**src/rtl/multiplier_seq_param.sv**
```systemverilog
// Sequential shift-add multiplier: WIDTH iterations per operation, optional
// two's-complement operands handled as sign/magnitude around an unsigned core.
module multiplier_seq_param #(
   parameter int unsigned WIDTH = 8,
   parameter int unsigned CNT_W = $clog2(WIDTH + 1)
) (
   input  logic                 clock,
   input  logic                 reset,
   input  logic                 start,
   input  logic                 signed_mode,
   input  logic [WIDTH-1:0]     operand_a,
   input  logic [WIDTH-1:0]     operand_b,
   output logic                 busy,
   output logic                 done,
   output logic [2*WIDTH-1:0]   product
);

   typedef enum logic {
      IDLE,
      CALC
   } state_t;

   state_t               state_q, state_d;
   logic [2*WIDTH:0]     acc_q, acc_d;
   logic [CNT_W-1:0]     cnt_q, cnt_d;
   logic [WIDTH-1:0]     mcand_q, mcand_d;
   logic                 sign_q, sign_d;
   logic                 done_q, done_d;
   logic [2*WIDTH-1:0]   product_q, product_d;

   logic [WIDTH-1:0]     mag_a, mag_b;
   logic [WIDTH:0]       upper_sum;
   logic [2*WIDTH:0]     acc_step;
   logic [2*WIDTH-1:0]   result;
   logic                 last_iter;

   // Negating the most negative value wraps back to itself, which read as
   // unsigned is exactly its magnitude 2^(WIDTH-1).
   always_comb begin
      mag_a = operand_a;
      mag_b = operand_b;
      if (signed_mode && operand_a[WIDTH-1]) begin
         mag_a = (~operand_a) + WIDTH'(1);
      end
      if (signed_mode && operand_b[WIDTH-1]) begin
         mag_b = (~operand_b) + WIDTH'(1);
      end
   end

   always_comb begin
      upper_sum = acc_q[2*WIDTH:WIDTH] + (acc_q[0] ? {1'b0, mcand_q} : '0);
      acc_step  = {upper_sum, acc_q[WIDTH-1:0]} >> 1;
      result    = sign_q ? ((~acc_step[2*WIDTH-1:0]) + (2*WIDTH)'(1))
                         : acc_step[2*WIDTH-1:0];
      last_iter = (cnt_q == CNT_W'(WIDTH - 1));
   end

   always_comb begin
      state_d   = state_q;
      acc_d     = acc_q;
      cnt_d     = cnt_q;
      mcand_d   = mcand_q;
      sign_d    = sign_q;
      done_d    = 1'b0;
      product_d = product_q;

      case (state_q)
         IDLE: begin
            if (start) begin
               // Multiplier magnitude rides in the low half and shifts out as
               // the partial product shifts in from the top.
               acc_d   = {{(WIDTH + 1){1'b0}}, mag_a};
               mcand_d = mag_b;
               sign_d  = signed_mode & (operand_a[WIDTH-1] ^ operand_b[WIDTH-1]);
               cnt_d   = '0;
               state_d = CALC;
            end
         end
         CALC: begin
            acc_d = acc_step;
            cnt_d = cnt_q + CNT_W'(1);
            if (last_iter) begin
               product_d = result;
               done_d    = 1'b1;
               state_d   = IDLE;
            end
         end
         default: begin
            state_d = IDLE;
         end
      endcase
   end

   always_ff @(posedge clock or negedge reset) begin
      if (!reset) begin
         state_q   <= IDLE;
         acc_q     <= '0;
         cnt_q     <= '0;
         mcand_q   <= '0;
         sign_q    <= 1'b0;
         done_q    <= 1'b0;
         product_q <= '0;
      end else begin
         state_q   <= state_d;
         acc_q     <= acc_d;
         cnt_q     <= cnt_d;
         mcand_q   <= mcand_d;
         sign_q    <= sign_d;
         done_q    <= done_d;
         product_q <= product_d;
      end
   end

   assign busy    = (state_q == CALC);
   assign done    = done_q;
   assign product = product_q;

endmodule

```
**config.mk**
```make
export PLATFORM = sky130hd
export DESIGN_NAME = multiplier_seq_param
export DESIGN_NICKNAME = d
export VERILOG_FILES = /design/src/rtl/multiplier_seq_param.sv
export SDC_FILE = /design/constraint.sdc
export NUM_CORES = 1
export LEC_CHECK = 0
export CAP_MARGIN = 40
export CELL_PAD_IN_SITES_DETAIL_PLACEMENT = 1
export CELL_PAD_IN_SITES_GLOBAL_PLACEMENT = 1
export CORE_ASPECT_RATIO = 0.9
export CORE_UTILIZATION = 40
export CTS_BUF_LIST = sky130_fd_sc_hd__clkbuf_4 sky130_fd_sc_hd__clkbuf_8
export CTS_CLUSTER_DIAMETER = 100
export DETAILED_ROUTE_END_ITERATION = 6
export PLACE_DENSITY_LB_ADDON = 0.1
export REMOVE_ABC_BUFFERS = 1
export SLEW_MARGIN = 5
export SYNTH_ARGS = -nofsm -noshare
export SYNTH_HDL_FRONTEND = slang
export SYNTH_SLANG_ARGS = --single-unit
```
**constraint.sdc**
```tcl
create_clock -name clock -period 3.7 [get_ports clock]
set_input_delay 0.74 -clock clock [delete_from_list [all_inputs] [get_ports clock]]
set_output_delay 0.74 -clock clock [all_outputs]
set_load 0.03 [all_outputs]
```
==> summary.md <==
| Metric | Value |
|---|---|
| Maximum clock insertion buffer count | `2` |
| Mean Syn Cell Area | `9.03 um2` |
| Number of enable flip-flop cells after synthesis | `0` |
| Power per unit of standard cell area | `803 mW/mm2` |
| Final critical path time including I/O delays and setup | `2.70 ns` |
| Distinct cell type count of the synthesized netlist | `48` |
| Die Height | `82.1 um` |
| Most used routing layer | `met2` |
| Fraction of power spent switching nets | `43.8%` |
| Async set-or-reset flop fraction in the synthesized netlist | `100%` |
| # clock sinks | `47` |
| Number of antenna repair diodes | `0` |
| Num CTS Buffers | `5` |
| Post-CTS Repair Setup Buffers | `0` |
| Placement-stage worst setup slack | `1.00 ns` |
| Met3 layer usage reported by global route | `2.47%` |
| Int Power | `1.55 mW` |
| Overall power | `2.75 mW` |
| Initial detailed-routing violation count | `84` |
| Max-slew violation count | `0` |
| Cell type contributing the most total cell area after synthesis | `dfrtp_1` |
| Antenna violations before repair | `0` |
| Starting Density | `42.4%` |
| Final setup violation count | `0` |
| Combinational share of power | `53.2%` |
| Maximum clock frequency | `370 MHz` |
| Share of power burned in the clock network | `12.7%` |
| Floorplan die width | `91.0 um` |
| Hold buffers post-CTS | `0` |
| Most instantiated flip-flop cell in the synthesis netlist | `dfrtp_1` |
| Final setup slack of the worst path | `0.999 ns` |
| Clock tree from TritonCTS | `yes` |
| Cell Area, Placed | `0.00332 mm2` |
| Startpoint class of the critical path | `flop` |
| Storage element area | `0.00118 mm2` |
| VDD IR-drop max | `0.000225 V` |
| Worst-case clock skew | `0.00896 ns` |
| Synth top area share | `41.2%` |
| Share of post-route cells with drive strength above 1 | `6.53%` |
| Final standard cell utilization of the core | `50.9%` |
| Max-slew headroom at the worst pin | `63.5%` |
| Result of the run | `completed` |
| Data arrival time of the worst path | `2.88 ns` |
| Gpl congestion | `0.812` |
| Endpoint required time on the critical path | `3.88 ns` |
| Total half-perimeter wirelength after legalization and detailed placement | `5.04 mm` |
| Met2 layer usage reported by global route | `32.4%` |
| Critical-path maximum fanout | `9` |
| Root Driver | `clkbuf_8` |
| Detail-routed via count per cell | `5.36` |
| Sequential cell fraction of total power | `34.2%` |
| Number of gates given a new drive strength after cts | `0` |
| Area occupied by multi-input gates | `0.00158 mm2` |
| Final routed wirelength across all metal layers | `6.54 mm` |
| Clock insertion delay at the later pin of the skew report | `0.30 ns` |
| Mapped cell area | `0.00285 mm2` |
| Pin count of the biggest net entering global routing | `35` |
| Switching Power | `1.20 mW` |
| Final routed DRC violation total | `0` |
| Fill cells | `819` |
| Synthesized instance count | `316` |
| Total non-filler cell area in the finished layout | `0.00342 mm2` |
| Gr ovfl total | `0` |
| H-tree depth | `2` |
| Class of the tightest hold or removal check | `primary input to asynchronous set/reset pin` |
| Reg-to-reg slack, setup | `1.0 ns` |
| Placeable core region | `0.00673 mm2` |
| Wire length of the first global-routing pass | `11.3 mm` |
| Met1 layer usage reported by global route | `25.9%` |
| RSZ-0062 raised after global routing | `false` |
| Number of top-level pins | `38` |
| Aggregate negative setup slack | `0 ns` |
| Start-to-end type of the worst setup path | `flop to flop` |
| Number of search-and-repair iterations in the first detailed-routing pass | `4` |
| Total Routing Usage GR | `19.2%` |
| Via total after detailed routing | `2368` |
| Total Nets Final | `384` |
| Flip-flop and latch count after synthesis | `47` |
| Final period util | `73.0%` |
| Most used cells in the layout excluding fill and tap cells | `47 x nand2_1, 47 x dfrtp_1, 45 x o21ai_0` |
| Clock-pin slew reported for the worst setup and hold paths after clock tree synthesis | `0.08 ns` |
| Sequential share of the synthesized area | `41.2%` |
| Final ANT Viol Nets | `0` |
| Hold Vio Cnt, Final | `0` |
| Via count of the first global-routing pass | `2365` |
| DIE AREA | `0.00747 mm2` |
| Synth area leaders | `dfrtp_1 41%, o21ai_0 7.9%, nand2_1 6.2%, ha_1 5.3%, xor2_1 4.6%` |
| Area growth from synthesis to layout | `20.0%` |
| Routed length per instance | `14.8 um` |
| Transition at the pin with the smallest max-transition slack | `0.547 ns` |
| Standard-cell row count | `28` |
| Input/output buffers | `37` |
| Leakage Power | `1.52 nW` |
| Number of max-cap violations | `0` |
| Setup crit end kind | `flop` |
| Warnings, synthesis | `0` |
[worst paths after layout]
kind | cells after the start | start | endpoint
min in group clock | 2 | product[9]$_DFFE_PN0P_ | product[9]$_DFFE_PN0P_
min | 1 | reset | product[10]$_DFFE_PN0P_
max | 9 | acc_q[0]$_DFFE_PN0P_ | product[14]$_DFFE_PN0P_
max in group asynchronous | 2 | reset | acc_q[7]$_DFFE_PN0P_
max reg2reg | 9 | acc_q[0]$_DFFE_PN0P_ | product[14]$_DFFE_PN0P_
min reg2reg | 2 | product[9]$_DFFE_PN0P_ | product[9]$_DFFE_PN0P_
[sequential cells by signal, indices dropped and copies added, names as in the netlist]
name     count
done         1
product     16
cnt_q        4
acc_q       16
mcand_q      8
sign_q       1
busy         1
[worst max-delay path, stage by stage (launching register included)]
cell      delay (ns)
dfrtp_1         0.45
and2_1          0.17
ha_1            0.22
fa_1            0.44
a21o_1          0.21
a221oi_2        0.26
xnor2_1         0.19
o41ai_2         0.39
xor2_1          0.19
o21ai_1         0.07
[per-layer routing]
metal / share of wire, % / routed length, um / vias to the layer above
met5: 0 / 0 / -
met4: 1.4 / 91 / 0
met3: 2.2 / 147 / 7
met2: 46 / 3000 / 43
met1: 50 / 3300 / 1139
li1: - / - / 1179
[stage by stage]
| stage | hold WS (ns) | std cells |
|---|---|---|
| finish | 0.368 | 442 |
| CTS | 0.376 | 442 |
| detailed placement | 0.465 | 434 |
| global route | 0.388 | 442 |
| floorplan | 0.442 | 302 |
| global placement | 0.456 | 433 |
[cells by family after synthesis]
family                   synth area share [%]
AND/OR/NAND/NOR                          18.5
flip-flops                               41.2
adder cells (fa/ha/maj)                  5.96
XOR/XNOR                                 7.98
buffers and inverters                    3.47
AO/OA/AOI/OAI                            21.1
multiplexers                             1.75
[final cells by class]
type                       count  share of cell area (%)
clock buffer                   8                    3.03
timing repair buffer          42                    12.1
inverter                      10                    1.10
tap                           90                    3.29
sequential                    47                    34.4
multi-input combinational    245                    46.1
[power by group through the flow]
stage               combinational (mW)  sequential, mW  clock, mW
finish                            1.46           0.940      0.348
floorplan                        0.843            1.07          0
global route                      1.62           0.978      0.379
global placement                  1.43           0.940          0
CTS                               1.48           0.945      0.357
detailed placement                1.47           0.955          0
[synthesized netlist by cell type (2+ instances only)]
master / n
nand2b_1: 5
xnor2_1: 11
or2_2: 2
inv_1: 10
nor3_1: 8
a211oi_1: 3
ha_1: 12
xor2_1: 15
mux2i_1: 5
o21ai_0: 45
a21boi_0: 2
dfrtp_1: 47
o31ai_1: 6
nor2_1: 13
buf_1: 2
or3_1: 6
nand3_1: 9
a21oi_1: 10
a22o_1: 9
clkbuf_1: 10
and2_1: 8
a21o_1: 4
a31oi_1: 2
nand2_1: 47
nor3b_1: 2
Power figures use the tool's default switching activity.
